===== src/rtl/mem_burst_pkg.sv =====
// Shared types and helpers for the cache-line burst controller.
// Beat-width helpers take the beat count so that any legal BEATS parameter can use them.
package mem_burst_pkg;

    typedef enum logic [1:0] {
        IDLE = 2'd0,
        WB   = 2'd1,
        FILL = 2'd2,
        LAST = 2'd3
    } state_e;

    localparam int DEFAULT_BEATS = 4;

    function automatic int beat_w(input int beats);
        return (beats > 1) ? $clog2(beats) : 1;
    endfunction

    function automatic int last_beat(input int beats);
        return beats - 1;
    endfunction

    localparam int BEAT_W    = beat_w(DEFAULT_BEATS);
    localparam int LAST_BEAT = last_beat(DEFAULT_BEATS);

endpackage


===== src/rtl/mem_burst_ctrl.sv =====
// Line-miss burst controller: optional victim writeback, then a pipelined line fill
// that streams beats back to the cache one cycle behind each RAM read issue.
module mem_burst_ctrl
    import mem_burst_pkg::*;
#(
    parameter int AWIDTH = 10,
    parameter int DWIDTH = 128,
    parameter int BEATS  = 4,
    parameter int LWIDTH = AWIDTH - $clog2(BEATS)
) (
    input  logic                        clk,
    input  logic                        resetn,
    input  logic                        req_valid,
    output logic                        req_ready,
    input  logic                        req_dirty,
    input  logic [LWIDTH-1:0]           req_wb_line,
    input  logic [LWIDTH-1:0]           req_fill_line,
    output logic [$clog2(BEATS)-1:0]    wb_idx,
    input  logic [DWIDTH-1:0]           wb_data,
    output logic                        fill_valid,
    output logic [$clog2(BEATS)-1:0]    fill_idx,
    output logic [DWIDTH-1:0]           fill_data,
    output logic                        done,
    output logic [AWIDTH-1:0]           mem_address,
    output logic                        mem_wren,
    output logic [DWIDTH/8-1:0]         mem_byteen,
    output logic [DWIDTH-1:0]           mem_data,
    input  logic [DWIDTH-1:0]           mem_out
);

    localparam int BW = beat_w(BEATS);
    localparam logic [BW-1:0] LAST_CNT = BW'(last_beat(BEATS));

    state_e              state_q, state_d;
    logic [BW-1:0]       cnt_q, cnt_d;
    logic                dirty_q, dirty_d;
    logic [LWIDTH-1:0]   wb_line_q, wb_line_d;
    logic [LWIDTH-1:0]   fill_line_q, fill_line_d;
    logic                issue_v_q, issue_v_d;
    logic [BW-1:0]       issue_idx_q, issue_idx_d;
    logic                done_q, done_d;

    always_comb begin
        state_d     = state_q;
        cnt_d       = cnt_q;
        dirty_d     = dirty_q;
        wb_line_d   = wb_line_q;
        fill_line_d = fill_line_q;
        done_d      = 1'b0;
        // Remember which beat was issued this cycle; its data arrives next cycle.
        issue_v_d   = (state_q == FILL);
        issue_idx_d = cnt_q;

        case (state_q)
            IDLE: begin
                if (req_valid) begin
                    dirty_d     = req_dirty;
                    wb_line_d   = req_wb_line;
                    fill_line_d = req_fill_line;
                    cnt_d       = '0;
                    state_d     = req_dirty ? WB : FILL;
                end
            end
            WB: begin
                cnt_d = cnt_q + BW'(1);
                if (cnt_q == LAST_CNT) begin
                    cnt_d   = '0;
                    state_d = FILL;
                end
            end
            FILL: begin
                cnt_d = cnt_q + BW'(1);
                if (cnt_q == LAST_CNT) begin
                    state_d = LAST;
                    done_d  = 1'b1;
                end
            end
            LAST: begin
                state_d = IDLE;
            end
            default: begin
                state_d = IDLE;
            end
        endcase
    end

    always_ff @(posedge clk) begin
        if (!resetn) begin
            state_q     <= IDLE;
            cnt_q       <= '0;
            dirty_q     <= 1'b0;
            wb_line_q   <= '0;
            fill_line_q <= '0;
            issue_v_q   <= 1'b0;
            issue_idx_q <= '0;
            done_q      <= 1'b0;
        end else begin
            state_q     <= state_d;
            cnt_q       <= cnt_d;
            dirty_q     <= dirty_d;
            wb_line_q   <= wb_line_d;
            fill_line_q <= fill_line_d;
            issue_v_q   <= issue_v_d;
            issue_idx_q <= issue_idx_d;
            done_q      <= done_d;
        end
    end

    // RAM port is decoded from registered state only; req_* never reaches it directly.
    always_comb begin
        mem_wren    = 1'b0;
        mem_byteen  = '0;
        mem_data    = '0;
        mem_address = '0;
        wb_idx      = '0;
        case (state_q)
            WB: begin
                mem_wren    = 1'b1;
                mem_byteen  = '1;
                mem_data    = wb_data;
                mem_address = {wb_line_q, cnt_q};
                wb_idx      = cnt_q;
            end
            FILL: begin
                mem_address = {fill_line_q, cnt_q};
            end
            default: begin
            end
        endcase
    end

    assign req_ready  = (state_q == IDLE);
    assign fill_valid = issue_v_q;
    assign fill_idx   = issue_idx_q;
    assign fill_data  = mem_out;
    assign done       = done_q;

endmodule


===== config.mk =====
export PLATFORM = sky130hd
export DESIGN_NAME = mem_burst_ctrl
export DESIGN_NICKNAME = d
export VERILOG_FILES = /design/src/rtl/mem_burst_pkg.sv /design/src/rtl/mem_burst_ctrl.sv
export SDC_FILE = /design/constraint.sdc
export NUM_CORES = 1
export LEC_CHECK = 0
export ABC_AREA = 1
export BUFFER_PORTS_ARGS = -buffer_cell sky130_fd_sc_hd__clkbuf_2
export CAP_MARGIN = 20
export CORE_AREA = 2 2 222 224
export DETAILED_ROUTE_END_ITERATION = 7
export DIE_AREA = 0 0 224 226
export PLACE_DENSITY = 0.3
export RECOVER_POWER = 25
export SLEW_MARGIN = 15
export SYNTH_ARGS = -nofsm -noshare
export SYNTH_HDL_FRONTEND = slang
export SYNTH_SLANG_ARGS = --single-unit
export TNS_END_PERCENT = 30

===== constraint.sdc =====
create_clock -name clk -period 1.4 [get_ports clk]
set_input_delay 0.14 -clock clk [delete_from_list [all_inputs] [get_ports clk]]
set_output_delay 0.14 -clock clk [all_outputs]
set_load 0.1 [all_outputs]

# Word level (Yosys, flattened, before mapping)
# Index checks and enable logic that the tools add are counted.
# W data, S select, Z words.
[classes]
n_addsub = 1
muxes = 14
n_eq_ne = 7
reduce_logical = 6
[ops]
columns = ["operator", "count"]
rows = [
  ["$mux W128", 1],
  ["$pmux W10 S2", 1],
  ["$mux W16", 1],
  ["$mux W2", 7],
  ["$pmux W2 S4", 1],
  ["$eq A2 B2 Y1 const B", 3],
  ["$pmux W2 S3", 1],
  ["$reduce_and A2 Y1", 3],
  ["$ne A2 B2 Y1 const B", 2],
  ["$reduce_and A3 Y1", 1],
  ["$reduce_bool A3 Y1", 1],
  ["$add A2 B1 Y2 const B", 1],
  ["$eq A2 B1 Y1 const B", 1],
  ["$logic_not A2 Y1", 1],
  ["$mux W1", 2],
  ["$ne A2 B1 Y1 const B", 1],
]
[word_totals]
ff_bits = 24

# Longest topological paths before layout
# Gate-level depths: netlist of the first run.
[depth]
depth_word = 3
ltp_mapped = 8
mapped_depth_nobuf = 8

# Worst setup path before layout of the first run
# Ideal clock, no wire load.
[synth_path]
path_kind = "register to output"
from = "register state_q[1]"
to = "output mem_address[2]"
stages_incl_launch_ff = 7
arrival_time_ns = 2.393
required_time_ns = 1.260
setup_slack_ns = -1.133
cell_sequence = "dfxtp_1 > inv_1 > ha_1 > buf_2 > buf_2 > nand2_1 > a21oi_1"
[synth_between]
elab_chain_cells = 2
word_cells_on_any_way = 3
[synth_lines]
columns = ["item", "line_no", "text"]
rows = [
  ["from (decl)", "mem_burst_ctrl.sv:34", "state_e state_q, state_d;"],
  ["from (signal assigned)", "mem_burst_ctrl.sv:98", "state_q <= state_d;"],
  ["$eq A2 B2 Y1 / $eq A2 B1 Y1 (equally long branches)", "mem_burst_ctrl.sv:116", "case (state_q)"],
  ["$pmux W10 S2 (*)", "mem_burst_ctrl.sv:116", ""],
  ["to (decl)", "mem_burst_ctrl.sv:24", "output logic [AWIDTH-1:0] mem_address,"],
]
# Mark *: on every way between the ends. The rest lies on a longest branch, timed or not.

# Worst setup path in the final report of the first run
[layout_path]
from = "register state_q[1]"
to = "output mem_address[0]"
# The elaborated chain is that of the path after synthesis.

==> flow_metrics.env, run 1 <==
export IMPL_worst_slew_pin_slew_ns=0.541
export IMPL_cts_tree="built"
export IMPL_dr_pass1_iters=4
export IMPL_io_buffers=309
export IMPL_wl_per_cell_um=16.9
export IMPL_peakVddDrop_mv=0.748
export IMPL_min_path_type="in2reg"
export IMPL_place_inst=1365
export IMPL_synth_compound_area_frac=0.0476
export IMPL_finalHoldViolations=0
export IMPL_ys_seq_elements=24
export IMPL_gp_congestion=0.770
export IMPL_h_tree_depth=1
export IMPL_drc_errors=0
export IMPL_cp_buffers_inverters=3
export IMPL_post_dp_cell_area_um2=7220
export IMPL_setup_viol=157
export IMPL_fin_nets=1036
export IMPL_netlist_instances=579
export IMPL_p_per_area_nw_per_um2=2090
export IMPL_cp_slowest_stage_delay_ns=0.35
export IMPL_gr_usage_all_layers=0.0860
export IMPL_yosys_area_share_xor_xnor=0
export IMPL_synthesis_area_um2=3260
export IMPL_hpwl_um=20900
export IMPL_maxSlewHeadroom=0.641
export IMPL_crit_chain="inv_4 > buf_4 > ha_4 > nand2_2 > a21oi_4 > buf_12"
export IMPL_drv_slew=0
export IMPL_finClkSkew_ns=0.00266
export IMPL_wl_um=23300
export IMPL_clockPowerShare=0.041
export IMPL_p_sw_frac=0.622
export IMPL_p_sw_uw=9870
export IMPL_required_ns=1.26
export IMPL_synth_fa_ha_area_frac=0.0269
export IMPL_antenna_found_initial=19
export IMPL_grt_pass1_vias=3828
export IMPL_crit_slowest_cell="dfxtp_2"
export IMPL_min_period_over_period=1.21
export IMPL_die_y_um=226
export IMPL_start_kind="flip-flop"
export IMPL_p_leak_uw=0.00377
export IMPL_drive_gt1_frac=0.653
export IMPL_seq_area_frac_synth=0.147
export IMPL_grt_pass1_wl_um=30300
export IMPL_drt_iter0_markers=102
export IMPL_cts_hold_buf=0
export IMPL_rsz0062_at_grt="true"
export IMPL_numCtsBuffers=3
export IMPL_muxShareOfSynthArea=0
export IMPL_viasPerCell=2.82
export IMPL_ios=566
export IMPL_chipWidth_um=224
export IMPL_cts_root_buf="clkbuf_16"
export IMPL_clk_path_buf_depth=2
export IMPL_grt_remaining_overflow=0
export IMPL_ant_nets=0
export IMPL_final_cells=1382
export IMPL_status="finished with violations"
export IMPL_drv_cap=0
export IMPL_vias=3900
export IMPL_start_util=0.0674
export IMPL_timing_fmax_mhz=591
export IMPL_clk_pin_slew_worst_paths_ns=0.07
export IMPL_p_seq_frac=0.062
export IMPL_final_area_um2=7570
export IMPL_crit_family="buffers and inverters"
export IMPL_arrival_ns=1.55
export IMPL_insertion_delay_ns=0.26
export IMPL_synth_nets=862
export IMPL_worst_slack_ns=-0.292
export IMPL_setup_tns_ns=-33.07
export IMPL_period_minus_slack_ns=1.69
export IMPL_dieArea_um2=50600
export IMPL_end_kind="output port"
export IMPL_grt_start_max_net_pins=32
export IMPL_syn_avg_cell_area_um2=5.63
export IMPL_rows=81
export IMPL_crit_fanout=4
export IMPL_clock_sinks=24
export IMPL_yosys_cell_types_count=18
export IMPL_violations="setup timing"
export IMPL_synthSimpleGateAreaFrac=0.243
export IMPL_yosys_warnings=0
export IMPL_syn_to_final_growth_pct=132
export IMPL_preCtsSetupSlack_ns=-0.0394
export IMPL_worstSetupPathType="reg2out"
export IMPL_p_int_uw=5990
export IMPL_p_comb_frac=0.897
export IMPL_synth_top_family_by_area="buffers and inverters"
export IMPL_coreArea_um2=48300
## power groups by stage
stage | Sequential [uW] | Combinational [uW] | Clock, uW
2_1_floorplan | 1090 | 10300 | 0
3_3_place_gp | 996 | 13800 | 0
3_5_place_dp | 996 | 13800 | 0
4_1_cts | 984 | 14300 | 672
5_1_grt | 1010 | 14800 | 701
6_report | 984 | 14200 | 655
## Yosys cell counts, drive strengths merged
cell type	number	area share
nand2	164	0.19
buf	161	0.36
inv	145	0.17
nor2	38	0.044
dfxtp	24	0.15
o21ai	20	0.031
a21oi	11	0.017
ha	7	0.027
clkbuf	4	0.0046
nand3	3	0.0046
nor3	2	0.0031
## area by class of cell
| cell class | instances | area, um2 |
|---|---|---|
| Antenna cell | 8 | 20.0 |
| Fill cell | 5521 | 40800 |
| Inverter | 145 | 613 |
| Clock buffer | 4 | 78.8 |
| Sequential cell | 24 | 485 |
| Timing Repair Buffer | 334 | 4290 |
| Tap cell | 622 | 778 |
| Multi-Input combinational cell | 245 | 1310 |
## state kept, by name, summed over array words and instances (netlist names)
signal and count:
fill_line_q 8, state_q 2, fill_idx 2, fill_valid 1, wb_line_q 8, done 1, cnt_q 2
## logic make-up after synthesis
group / Yosys count
adder cells (fa/ha/maj): 7
AO/OA/AOI/OAI: 31
AND/OR/NAND/NOR: 207
buffers and inverters: 310
flip-flops: 24
## per-stage QoR
stage          hold WS (ns)  utilization  power, uW
2_1_floorplan         0.256            -      11400
3_3_place_gp          0.281        0.149      14800
3_5_place_dp          0.281        0.149      14800
4_1_cts               0.109        0.155      16000
5_1_grt               0.139        0.156      16500
6_report              0.111        0.157      15900
## cells in the final DEF, fill, tap and decap left out, types with 5 or more instances in the layout
cell,netlist,final
diode_2,0,8
a21oi_4,0,10
buf_4,144,9
buf_12,0,168
o21ai_0,9,7
buf_6,1,5
nand2_1,163,127
inv_1,143,45
inv_2,1,83
clkbuf_2,0,150
nor2_1,38,38
o21ai_1,11,13
clkinvlp_4,0,11
nand2_2,0,33
dfxtp_1,24,22
## worst paths after layout
path | start | slack [ns] | cells past startpoint | end
max | state_q[1]$_SDFFE_PN0P_ | -0.29 | 6 | mem_address[0]
min | req_fill_line[6] | 0.11 | 3 | fill_line_q[6]$_SDFFE_PN0P_
max reg2reg | state_q[1]$_SDFFE_PN0P_ | 0.03 | 7 | cnt_q[1]$_SDFFE_PN0P_
min reg2reg | fill_line_q[2]$_SDFFE_PN0P_ | 0.49 | 2 | fill_line_q[2]$_SDFFE_PN0P_
## timing repair
| action | 4_1_cts | 5_1_grt |
|---|---|---|
| pin swaps | 1 | 1 |
| cloned | 2 | 0 |
| resized for setup | 113 | 20 |
| buffers inserted | 3 | 0 |
| setup endpoints to repair | 158 | 174 |
## tightest hold or removal path, stage by stage
cell and delay [ns]:
clkbuf_2 0.07, o21ai_1 0.05, nor2_1 0.07
## layer usage
metal | vias up | part of all wire | global-route usage
li1 | 1826 | - | -
met1 | 1650 | 0.32 | 0.0857
met2 | 356 | 0.46 | 0.136
met3 | 58 | 0.18 | 0.0678
met4 | 10 | 0.031 | 0.0262
met5 | - | 0.0043 | 0.00880
Power figures use the tool's default switching activity.
==> run 2, diff against run 1 <==
Settings changed: TNS_END_PERCENT 30 to default.
==> flow_metrics.env, run 2 (synthesis gave the netlist of run 1 again) <==
export IMPL_status="finished with violations"
export IMPL_violations="setup timing"
export IMPL_final_cell_mix="buf_12 (171), clkbuf_2 (148), clkinvlp_4 (130), nand2_4 (63), nand2_2 (52)"
export IMPL_viasPerCell=2.79
export IMPL_grt_start_max_net_pins=24
export IMPL_finalHoldViolations=0
export IMPL_p_comb_frac=0.908
export IMPL_min_path_type="in2reg"
export IMPL_path_common_cell="buf_12"
export IMPL_numCtsBuffers=3
export IMPL_final_cells=1396
export IMPL_crit_fanout=9
export IMPL_worstSetupPathType="reg2out"
export IMPL_largestRegisters="fill_line_q: 8 flops, wb_line_q: 8 flops"
export IMPL_hpwl_um=14400
export IMPL_drive_gt1_frac=0.815
export IMPL_worst_slack_ns=-0.329
export IMPL_maxSlewHeadroom=0.641
export IMPL_peakVddDrop_mv=0.686
export IMPL_grt_pass1_vias=3844
export IMPL_grt_pass1_wl_um=25200
export IMPL_vias=3901
export IMPL_gr_usage_all_layers=0.0656
export IMPL_period_minus_slack_ns=1.73
export IMPL_start_kind="flip-flop"
export IMPL_fill_cells=5371
export IMPL_h_tree_depth=1
export IMPL_whs_ns=0.113
export IMPL_ant_nets=0
export IMPL_drv_slew=0
export IMPL_ff_latch_area_um2=488
export IMPL_final_area_um2=8910
export IMPL_drt_iter0_markers=76
export IMPL_clk_path_buf_depth=2
export IMPL_insertion_delay_ns=0.26
export IMPL_cp_slowest_stage_delay_ns=0.35
export IMPL_wl_per_cell_um=12.8
export IMPL_dr_pass1_iters=4
export IMPL_cts_tree="built"
export IMPL_gp_congestion=0.684
export IMPL_clock_sinks=24
export IMPL_p_sw_uw=10700
export IMPL_antenna_found_initial=0
export IMPL_wl_um=17900
export IMPL_p_seq_frac=0.056
export IMPL_rows=81
export IMPL_syn_to_final_growth_pct=173
export IMPL_preCtsSetupSlack_ns=-0.0981
export IMPL_min_period_over_period=1.24
export IMPL_finClkSkew_ns=0.00713
export IMPL_arrival_ns=1.59
export IMPL_cts_root_buf="clkbuf_16"
export IMPL_fin_nets=1058
export IMPL_rsz0062_at_grt="true"
export IMPL_setup_viol=159
export IMPL_antenna_cells=0
export IMPL_post_dp_cell_area_um2=7990
export IMPL_multiInputGateArea_um2=1850
export IMPL_grt_remaining_overflow=0
export IMPL_chipWidth_um=224
export IMPL_start_util=0.0674
export IMPL_p_leak_uw=0.00352
export IMPL_power_uw=17700
export IMPL_worst_slew_pin_slew_ns=0.541
export IMPL_drv_cap=0
export IMPL_crit_chain="inv_4 > ha_4 > buf_16 > buf_12 > nand2_2 > a21oi_4 > buf_12"
export IMPL_layout_commonest_cell="buf_12"
export IMPL_clockPowerShare=0.036
export IMPL_p_int_uw=7000
export IMPL_dieArea_um2=50600
export IMPL_end_kind="output port"
export IMPL_p_per_area_nw_per_um2=1980
export IMPL_cp_buffers_inverters=4
export IMPL_io_buffers=309
export IMPL_crit_family="buffers and inverters"
export IMPL_coreArea_um2=48300
export IMPL_drc_errors=0
export IMPL_required_ns=1.26
export IMPL_place_inst=1370
export IMPL_die_y_um=226
export IMPL_clk_pin_slew_worst_paths_ns=0.07
export IMPL_p_sw_frac=0.603
export IMPL_ios=566
export IMPL_timing_fmax_mhz=578
export IMPL_crit_slowest_cell="dfxtp_4"
run 2: cell types whose count changed in the layout (fill, tap and decap cells not counted), sizes merged:
cell,before,now
clkinvlp,11,130
inv,134,15
buf,184,207
diode,8,0
clkbuf,154,153
run 2: worst reg2reg max path: cells and delay by family, from the launching register on:
kind	cells	cell delay, ns
buffers and inverters	4	0.48
and+or+nand+nor	5	0.39
DFF	1	0.36
adders and majority gates	1	0.19
run 2: stage by stage:
stage	TNS, ns	util
after floorplan	-30.67	-
after global placement	-1.97	0.165
after detailed placement	-2.87	0.165
after CTS	-46.62	0.180
after global routing	-52.51	0.184
final	-40.89	0.184
run 2: area by class of cell:
class / instances / share of cell area
Inverter: 145 / 0.118
Multi-Input combinational cell: 245 / 0.207
Sequential cell: 24 / 0.0548
Timing Repair Buffer: 356 / 0.524
Tap cell: 622 / 0.0874
Clock buffer: 4 / 0.00885
run 2: path summary, 6_finish.rpt:
| path | from | endpoint | slack, ns | depth (start not counted) |
|---|---|---|---|---|
| worst min-delay path | req_wb_line[1] | wb_line_q[1]$_SDFFE_PN0P_ | 0.11 | 3 |
| worst min register to register | fill_line_q[2]$_SDFFE_PN0P_ | fill_line_q[2]$_SDFFE_PN0P_ | 0.48 | 2 |
| worst max-delay path | state_q[1]$_SDFFE_PN0P_ | mem_address[5] | -0.33 | 7 |
| worst max register to register | state_q[1]$_SDFFE_PN0P_ | state_q[1]$_SDFFE_PN0P_ | -0.07 | 10 |
run 2: power groups by stage:
stage / Sequential, uW / Combinational [uW] / Clock [uW]
2_1_floorplan: 1100 / 11200 / 0
3_3_place_gp: 993 / 14500 / 0
3_5_place_dp: 997 / 14500 / 0
4_1_cts: 989 / 15900 / 661
5_1_grt: 1020 / 16700 / 688
6_report: 992 / 16000 / 637
run 2: repair_timing:
action	in CTS	in global routing
cloned	6	1
setup endpoints to repair	157	178
hold buffers	0	0
resized for setup	95	32
setup buffers	10	6
pin swaps	5	7
run 2: metal layers:
| metal | global-route usage | part of all wire | routed length, um | up-vias |
|---|---|---|---|---|
| met5 | 0.00880 | 0.0034 | 61 | - |
| met4 | 0.00323 | 0.0014 | 25 | 2 |
| met3 | 0.0552 | 0.19 | 3420 | 6 |
| met2 | 0.0958 | 0.42 | 7520 | 369 |
| met1 | 0.0757 | 0.38 | 6830 | 1652 |
| li1 | - | - | - | 1872 |
==> run 3, diff against run 2 <==
Settings changed: CORE_AREA 2 2 222 224 to 4 4 218 220, DIE_AREA 0 0 224 226 to 0 0 222 224, PLACE_DENSITY 0.3 to default.
==> flow_metrics.env, run 3 (synthesis gave the netlist of run 1 again) <==
export IMPL_timing_fmax_mhz=578
export IMPL_status="finished with violations"
export IMPL_grt_busiest_layer="met2"
export IMPL_grt_remaining_overflow=0
export IMPL_coreArea_um2=45300
export IMPL_end_kind="output port"
export IMPL_post_dp_cell_area_um2=7950
export IMPL_dr_pass1_iters=4
export IMPL_largestRegisters="fill_line_q: 8 flops, wb_line_q: 8 flops"
export IMPL_drc_errors=0
export IMPL_insertion_delay_ns=0.26
export IMPL_min_path_type="in2reg"
export IMPL_setup_viol=159
export IMPL_grt_pass1_vias=4228
export IMPL_period_minus_slack_ns=1.73
export IMPL_drt_iter0_markers=96
export IMPL_met2_usage=0.107
export IMPL_preCtsSetupSlack_ns=-0.100
export IMPL_worst_slack_ns=-0.330
export IMPL_violations="setup timing"
export IMPL_clock_sinks=24
export IMPL_ant_nets=0
export IMPL_io_buffers=309
export IMPL_clk_pin_slew_worst_paths_ns=0.06
export IMPL_gr_usage_all_layers=0.0680
export IMPL_die_y_um=224
export IMPL_clk_path_buf_depth=2
export IMPL_vias=4022
export IMPL_hpwl_um=15600
export IMPL_final_area_um2=8830
export IMPL_setup_tns_ns=-38.50
export IMPL_final_cell_mix="buf_12 (167), clkbuf_2 (150), clkinvlp_4 (130), nand2_2 (62), nand2_4 (60)"
export IMPL_gp_congestion=0.855
export IMPL_maxSlewHeadroom=0.630
export IMPL_cts_tree="built"
export IMPL_arrival_ns=1.59
export IMPL_rsz0062_at_grt="true"
export IMPL_fin_nets=1048
export IMPL_drv_slew=0
export IMPL_drv_cap=0
export IMPL_cts_root_buf="clkbuf_16"
export IMPL_wl_um=19200
export IMPL_fin_util=0.195
export IMPL_worstSetupPathType="reg2out"
export IMPL_viasPerCell=2.95
export IMPL_drive_gt1_frac=0.823
export IMPL_layout_commonest_cell="buf_12"
export IMPL_grt_start_max_net_pins=24
export IMPL_required_ns=1.26
export IMPL_start_kind="flip-flop"
export IMPL_chipWidth_um=222
export IMPL_p_leak_uw=0.00345
export IMPL_finalHoldViolations=0
export IMPL_peakVddDrop_mv=1.24
export IMPL_met3_usage=0.0474
export IMPL_numCtsBuffers=3
export IMPL_rows=78
export IMPL_min_period_over_period=1.24
export IMPL_h_tree_depth=1
export IMPL_cts_hold_buf=0
export IMPL_met1_usage=0.0751
export IMPL_antenna_found_initial=3
export IMPL_wl_per_cell_um=14.1
export IMPL_start_util=0.0720
export IMPL_dieArea_um2=49700
export IMPL_power_uw=17600
export IMPL_grt_pass1_wl_um=26400
export IMPL_ios=566
export IMPL_worst_slew_pin_slew_ns=0.557
export IMPL_p_per_area_nw_per_um2=2000
export IMPL_syn_to_final_growth_pct=171
export IMPL_finClkSkew_ns=0.00436
export IMPL_antenna_cells=0
export IMPL_reg2reg_slack_ns=-0.12
export IMPL_crit_fanout=8
## run 3: changes by cell type in the layout (fill, tap and decap cells not counted), sizes merged
cell and change:
buf -14, clkbuf +4
## run 3: cell type report
type,count,area [um2]
Clock buffer,4,88.8
Fill cell,4934,36500
Sequential cell,24,488
Timing Repair Buffer,346,4600
Tap cell,600,751
Multi-Input combinational cell,245,1840
Inverter,145,1050
## run 3: layer usage
layer | part of all wire | wire, um | vias up
met4 | 0.0067 | 129 | 12
met2 | 0.45 | 8720 | 372
li1 | - | - | 1848
met1 | 0.37 | 7190 | 1768
met5 | 0.011 | 218 | -
met3 | 0.15 | 2930 | 22
## run 3: what timing repair did
item                       in CTS  in global routing
gates cloned                    4                  4
setup buffers                   5                  2
pin swaps                       3                 10
resized for setup              83                 62
setup endpoints to repair     158                162
## run 3: path summary, 6_finish.rpt
path,from,to,cells after the start
setup / recovery,state_q[1]$_SDFFE_PN0P_,mem_data[93],8
hold / removal,req_fill_line[0],fill_line_q[0]$_SDFFE_PN0P_,3
setup reg to reg,state_q[1]$_SDFFE_PN0P_,state_q[0]$_SDFFE_PN0P_,10
hold reg to reg,fill_line_q[3]$_SDFFE_PN0P_,fill_line_q[3]$_SDFFE_PN0P_,2
## run 3: power breakdown
part	switching (uW)	total, uW	internal [uW]
Sequential	145	1020	870
Clock	240	677	437
Combinational	10300	15900	5630
Total	10700	17600	6930
## run 3: stage by stage
stage	instances	hold slack [ns]
final	1364	0.121
after global routing	1364	0.144
after CTS	1359	0.121
after detailed placement	1346	0.281
after global placement	1346	0.281
after floorplan	579	0.256
## run 3: worst max-delay path: stages, from the launching register on
cell        delay (ns)
dfxtp_4           0.36
inv_4             0.04
ha_4              0.18
buf_12            0.16
buf_16            0.14
buf_12            0.13
nand2_4           0.05
clkinvlp_4        0.09
buf_12            0.17
